File: src/rtl/ysyx_22040125_lsu.sv
// Load/store unit: one memory transaction at a time over a registered
// request/response handshake, with strobes, load extension and timeout.
module ysyx_22040125_lsu #(
   parameter int TIMEOUT_CYCLES = 255
) (
   input  logic        clk,
   input  logic        rst_n,
   input  logic        req_valid,
   output logic        req_ready,
   input  logic        req_store,
   input  logic [1:0]  req_size,
   input  logic        req_unsigned,
   input  logic [31:0] req_addr,
   input  logic [63:0] req_wdata,
   output logic        mem_req_valid,
   input  logic        mem_req_ready,
   output logic        mem_wen,
   output logic [31:0] mem_addr,
   output logic [63:0] mem_wdata,
   output logic [7:0]  mem_wmask,
   input  logic        mem_rsp_valid,
   input  logic [63:0] mem_rdata,
   output logic        rsp_valid,
   input  logic        rsp_ready,
   output logic [63:0] rsp_data,
   output logic        rsp_err
);

   typedef enum logic [1:0] {IDLE, REQ, WAIT, RESP} state_t;

   localparam int CW = (TIMEOUT_CYCLES > 1) ? $clog2(TIMEOUT_CYCLES) : 1;
   localparam logic [CW-1:0] TERM =
      CW'((TIMEOUT_CYCLES > 0) ? TIMEOUT_CYCLES - 1 : 0);
   localparam bit TO_EN = (TIMEOUT_CYCLES != 0);

   state_t        state_q, state_d;
   logic          st_q, uns_q, err_q;
   logic [1:0]    size_q;
   logic [2:0]    off_q;
   logic [28:0]   addr_q;
   logic [63:0]   wdata_q, data_q;
   logic [7:0]    wmask_q, wmask_d;
   logic [CW-1:0] cnt_q;
   logic          mis, timeout;
   logic [63:0]   sh, ld;

   always_comb begin
      mis = 1'b0;
      unique case (req_size)
         2'd0:    mis = 1'b0;
         2'd1:    mis = req_addr[0];
         2'd2:    mis = |req_addr[1:0];
         default: mis = |req_addr[2:0];
      endcase
   end

   always_comb begin
      wmask_d = 8'h00;
      if (req_store) begin
         unique case (req_size)
            2'd0:    wmask_d = 8'h01 << req_addr[2:0];
            2'd1:    wmask_d = 8'h03 << req_addr[2:0];
            2'd2:    wmask_d = 8'h0F << req_addr[2:0];
            default: wmask_d = 8'hFF;
         endcase
      end
   end

   // extension always uses the fields latched at acceptance
   always_comb begin
      sh = mem_rdata >> {off_q, 3'b000};
      ld = sh;
      unique case (size_q)
         2'd0:    ld = uns_q ? {56'd0, sh[7:0]}
                             : {{56{sh[7]}}, sh[7:0]};
         2'd1:    ld = uns_q ? {48'd0, sh[15:0]}
                             : {{48{sh[15]}}, sh[15:0]};
         2'd2:    ld = uns_q ? {32'd0, sh[31:0]}
                             : {{32{sh[31]}}, sh[31:0]};
         default: ld = sh;
      endcase
   end

   assign timeout = TO_EN && (cnt_q == TERM);

   always_ff @(posedge clk or negedge rst_n) begin
      if (!rst_n) state_q <= IDLE;
      else        state_q <= state_d;
   end

   always_comb begin
      state_d = state_q;
      unique case (state_q)
         IDLE: if (req_valid) state_d = mis ? RESP : REQ;
         REQ:  if (mem_req_ready) state_d = WAIT;
         WAIT: if (mem_rsp_valid || timeout) state_d = RESP;
         RESP: if (rsp_ready) state_d = IDLE;
         default: state_d = IDLE;
      endcase
   end

   always_ff @(posedge clk or negedge rst_n) begin
      if (!rst_n) begin
         st_q    <= 1'b0;
         uns_q   <= 1'b0;
         size_q  <= 2'd0;
         off_q   <= 3'd0;
         addr_q  <= 29'd0;
         wdata_q <= 64'd0;
         wmask_q <= 8'd0;
         cnt_q   <= '0;
         data_q  <= 64'd0;
         err_q   <= 1'b0;
      end else begin
         if (state_q == IDLE && req_valid) begin
            st_q    <= req_store;
            uns_q   <= req_unsigned;
            size_q  <= req_size;
            off_q   <= req_addr[2:0];
            addr_q  <= req_addr[31:3];
            wdata_q <= req_wdata;
            wmask_q <= wmask_d;
            if (mis) begin
               data_q <= 64'd0;
               err_q  <= 1'b1;
            end
         end
         if (state_q == REQ && mem_req_ready) cnt_q <= '0;
         // a response on the terminal count takes priority over the error
         if (state_q == WAIT) begin
            if (mem_rsp_valid) begin
               data_q <= st_q ? 64'd0 : ld;
               err_q  <= 1'b0;
            end else if (timeout) begin
               data_q <= 64'd0;
               err_q  <= 1'b1;
            end else begin
               cnt_q <= cnt_q + CW'(1);
            end
         end
      end
   end

   always_comb begin
      req_ready     = (state_q == IDLE);
      mem_req_valid = (state_q == REQ);
      rsp_valid     = (state_q == RESP);
      mem_wen       = st_q;
      mem_addr      = {addr_q, 3'b000};
      mem_wdata     = wdata_q;
      mem_wmask     = wmask_q;
      rsp_data      = data_q;
      rsp_err       = err_q;
   end

endmodule

File: config.mk
export PLATFORM = sky130hd
export DESIGN_NAME = ysyx_22040125_lsu
export DESIGN_NICKNAME = d
export VERILOG_FILES = /design/src/rtl/ysyx_22040125_lsu.sv
export SDC_FILE = /design/constraint.sdc
export NUM_CORES = 1
export LEC_CHECK = 0
export ABC_AREA = 1
export BUFFER_PORTS_ARGS = -buffer_cell sky130_fd_sc_hd__clkbuf_2
export CORE_MARGIN = 10
export CORE_UTILIZATION = 50
export DETAILED_ROUTE_END_ITERATION = 7
export GPL_TIMING_DRIVEN = 0
export HOLD_SLACK_MARGIN = 0.15
export PLACE_DENSITY = 0.8
export SETUP_SLACK_MARGIN = 0.3
export SLEW_MARGIN = 40
export SYNTH_ARGS = -nofsm -noshare
export SYNTH_HDL_FRONTEND = slang
export SYNTH_SLANG_ARGS = --single-unit
File: constraint.sdc
create_clock -name clk -period 2.2 [get_ports clk]
set_clock_uncertainty 0.1 [all_clocks]
set_input_delay 0.44 -clock clk [delete_from_list [all_inputs] [get_ports clk]]
set_output_delay 0.44 -clock clk [all_outputs]
set_load 0.1 [all_outputs]
# Yosys cells after proc, flatten, opt, wreduce, memory -nomap -nowiden
# Cells that the tools add are included.
classes:
  add_sub_neg: 1
  eq_ne: 12
  shift: 4
  muxes: 28
  n_reduce_logical: 9
op_table:
  columns: ["op", "n"]
  rows:
  - ["$mux W64", 9]
  - ["$pmux W64 S3", 1]
  - ["$shr A64 B6 Y64", 1]
  - ["$mux W8", 5]
  - ["$pmux W8 S3", 1]
  - ["$mux W2", 5]
  - ["$add A8 B1 Y8 const B", 1]
  - ["$eq A2 B2 Y1 const B", 4]
  - ["$eq A8 B8 Y1 const B", 1]
  - ["$pmux W2 S4", 1]
  - ["$shl A1 B3 Y8 const A", 1]
  - ["$shl A2 B3 Y8 const A", 1]
  - ["$shl A4 B3 Y8 const A", 1]
  - ["$eq A2 B1 Y1 const B", 3]
  - ["$logic_not A2 Y1", 3]
  - ["$mux W1", 5]
  - ["$ne A2 B1 Y1 const B", 2]
  - ["$ne A2 B2 Y1 const B", 2]
  - ["$reduce_and A4 Y1", 1]
  - ["$pmux W1 S3", 1]
  - ["$reduce_or A3 Y1", 1]
  - ["$logic_and A1 B1 Y1", 2]
  - ["$reduce_or A2 Y1", 1]
  - ["$logic_or A1 B1 Y1", 1]
word_totals:
  ff_bits: 183
  in_bits: 170
  output_inout_bits: 173

# Longest topological paths before layout
depth:
  ltp_word: 7
  ltp_mapped: 11
  ltp_nobuf: 10

# Worst setup path before layout
# Ideal clock, no wire load.
synth_path:
  path_type: "reg-to-reg"
  from: "register state_q[0]"
  to: "register addr_q[0]"
  setup_time_ns: 0.068
  arrival_time_ns: 2.292
  path_slack_ns: -0.259
  stages_incl_launch_ff: 9
  path_buffers: 2
  cell_sequence: "dfrtp_1 > inv_1 > ha_1 > nand2_1 > inv_2 > buf_2 > clkbuf_1 > nand2_1 > nand2_1"
synth_via:
  elab_chain_cells: 2
synth_lines:
  columns: ["item", "line_no", "source"]
  rows:
  - ["start: declaration", "36", "state_t state_q, state_d;"]
  - ["start signal: assignment", "88", "else state_q <= state_d;"]
  - ["$logic_not A2 Y1", null, null]
  - ["named net req_ready", "9", "output logic req_ready,"]
  - ["$logic_and A1 B1 Y1", "115", "if (state_q == IDLE && req_valid) begin"]
  - ["end signal: assignment", "120", "addr_q <= req_addr[31:3];"]
  - ["end: declaration", "40", "logic [28:0] addr_q;"]
# The timed path passes the listed nets, and every way through them passes these cells.
# A chain may end at the register's enable or synchronous reset.

# Final worst setup path
layout_path:
  from: "register state_q[1]"
  to: "output port mem_req_valid"
layout_via:
  elab_chain_cells: 1
layout_lines:
  columns: ["item", "line_no", "source"]
  rows:
  - ["$eq A2 B1 Y1", "146", "mem_req_valid = (state_q == REQ);"]
  - ["end: declaration", "15", "output logic mem_req_valid,"]
# Every way passes these cells.

==> run summary <==
Run status = complete, no violations
Fraction of registers with async set or reset after synthesis = 100%
Critical-path top delay cell = dfrtp_1
Crit start category = flip-flop
Top FF cell, synth = dfrtp_1
DRC = 0
Crit Path Category = reg -> out
Vias per cell = 5.63
Synth Cell Area = 0.00984 sq mm
Antenna violations before repair = 11
Num CTS Buffers = 17
Synth area leaders = dfrtp_1 47%, nand2_1 23%, nand3_1 8.9%
Worst Path Arrival = 1.38 ns
Drt pass-1 iters = 6
Max Cap Violations = 0
Crit path cell chain = inv_2, ha_2, clkbuf_16
Post-synthesis sequential area ratio = 46.5%
Critical path required time = 1.66 ns
# fillers = 1,555
Max Slew Vio Count = 0
Clock buffer depth = 2
Yosys warnings = 0
Post-route ant nets = 0
Design Area, Final = 0.0138 sq mm
Top-area cell type share of the netlist area = 46.5%
Commonest cells post-synth = 602 x nand2_1, 183 x dfrtp_1, 175 x nand3_1
Max incr delay on CP = 0.42 ns
Fin. Hold Viols = 0
Critical Path End Type = output pin
Hold Path Class = in -> reg
Cell row count = 51
Number of global-route vias before repair = 11,900
Depth of the CTS H-tree = 4
First-pass GRT wire length = 68,400 um
Die height = 160 um
Fmax achieved = 520 MHz
Synth Register Bits = 183
Worst-skew pair later-pin latency = 0.44 ns
Gr usage total = 33.8%
Cell variety after synth = 36
Mean Syn Cell Area = 7.27 sq um
Post-route minimum period = 1.92 ns
Core area = 0.0194 sq mm
EDFF count, synth = 0
GPL Wtd Cong = 1.06
Largest net degree at the start of global routing = 67
Die Wd = 160 um
Routed wire length = 45,500 um
Period utilization = 87.4%
Area delta synth->final = 40.5%
Worst slew margin = 56.2%
Post-DP HPWL = 31,000 um
Via count = 11,800
Starting density of the core = 50.7%
Layout Nets = 1,994
Ratio of cells with drive above 1 in the final layout = 27.6%
Die area = 0.0257 sq mm
RSZ-0062 raised after global routing = true
Clock-pin transition on the worst setup and hold timing paths = 0.08 ns
DR WL/cell = 21.6 um
Clk root buf = clkbuf_16
Register area = 0.00458 sq mm
Drt first-iter violations = 1,236
CTS tree = done
Sink Count = 183
IO Pins = 343
Cells after synthesis = 1,353
I/O Buffers = 339
Placement Cell Area = 0.0120 sq mm
Crit Path Max Fanout = 4
Worst Tran Pin Value = 0.657 ns
Global route total overflow = 0
Yosys top cell by area = dfrtp_1
# setup viols final = 0
Area of the multi-input gates = 0.00467 sq mm
Top-count cell post-synth = nand2_1
Worst path bufs/invs = 2
Top cell family by delay on the critical path = flip-flops
==> layer usage <==
metal	GRT usage, %	share of wire [%]	vias up
li1	-	-	5315
met1	37.7	35	5505
met2	57.0	49	826
met3	9.38	9.6	198
met4	19.4	6.1	0
met5	0	0	-
==> cells by family after synthesis <==
logic type               after synthesis  share of synthesized area, %
buffers and inverters                139                          7.13
AO/OA/AOI/OAI                        185                          10.1
XOR/XNOR                               2                         0.178
adder cells (fa/ha/maj)               10                          1.27
AND/OR/NAND/NOR                      833                          34.7
flip-flops                           183                          46.5
other                                  1                        0.0381
==> layout make-up <==
| class | count | share of cell area, % |
|---|---|---|
| Multi-Input combinational cell | 1033 | 33.8 |
| Sequential cell | 183 | 33.2 |
| Timing Repair Buffer | 440 | 20.2 |
| Buffer | 95 | 4.56 |
| Clock buffer | 17 | 3.08 |
| Tap cell | 265 | 2.40 |
| Clock inverter | 15 | 1.33 |
| Inverter | 44 | 1.29 |
| Antenna cell | 11 | 0.199 |
==> worst register-to-register path, stage by stage, from the launching register on <==
cell and delay, ns:
dfrtp_1 0.34, buf_6 0.14, clkbuf_1 0.52, nand3_1 0.20, a21oi_1 0.34, o21ai_1 0.12
==> cell usage in the layout, fill, tap and decap left out, drive strengths merged, types with 2 or more instances in the layout <==
cell	n
xor2	2
clkbuf	391
nor2	41
nand3	178
nand4	4
a22o	4
o21ai	98
a21oi	62
o31ai	7
dfrtp	183
conb	3
nand2	605
buf	65
inv	48
ha	10
or2	2
o211ai	11
dlygate4sd3	96
nor3	2
clkinv	9
diode	11
==> state kept, by name (all words and copies together), names as in the netlist <==
register	count
addr_q	29
cnt_q	8
mem_wdata	64
mem_wen	1
mem_wmask	8
off_q	3
rsp_data	64
rsp_err	1
size_q	2
state_q	2
uns_q	1
==> repair_timing <==
action                                 CTS  global route
endpoints found under the hold margin  149             0
hold buffers                            96             0
pin swaps                                1             2
buffers inserted                         3             0
gates resized for setup                 30           108
setup endpoints to repair              145           164
==> worst paths after layout <==
| check | slack, ns | to | cells after the start | startpoint |
|---|---|---|---|---|
| max | 0.28 | mem_req_valid | 3 | state_q[1] |
| min | 0.23 | size_q[1] | 3 | req_size[1] |
| max reg2reg | 0.33 | rsp_data[6] | 5 | off_q[1] |
| min reg2reg | 0.38 | addr_q[24] | 2 | addr_q[24] |
| max in group asynchronous | 0.52 | mem_wdata[49] | 4 | rst_n |
| min in group asynchronous | 0.41 | rsp_data[3] | 2 | rst_n |
==> per-stage QoR <==
step	util (%)	std cells	hold slack (ns)	worst slack, ns	TNS (ns)
2_1_floorplan	-	1355	0.0444	0.314	0
3_3_place_gp	61.3	1959	0.362	-3.21	-516.35
3_5_place_dp	61.6	1961	0.326	-0.0703	-0.187
4_1_cts	70.2	2092	0.217	0.229	0
5_1_grt	71.2	2101	0.253	0.231	0
6_report	71.2	2103	0.226	0.277	0
Power is left out: the tool's default activity adds up to more than one toggle a clock period on the data nets, which glitch-free logic cannot reach.
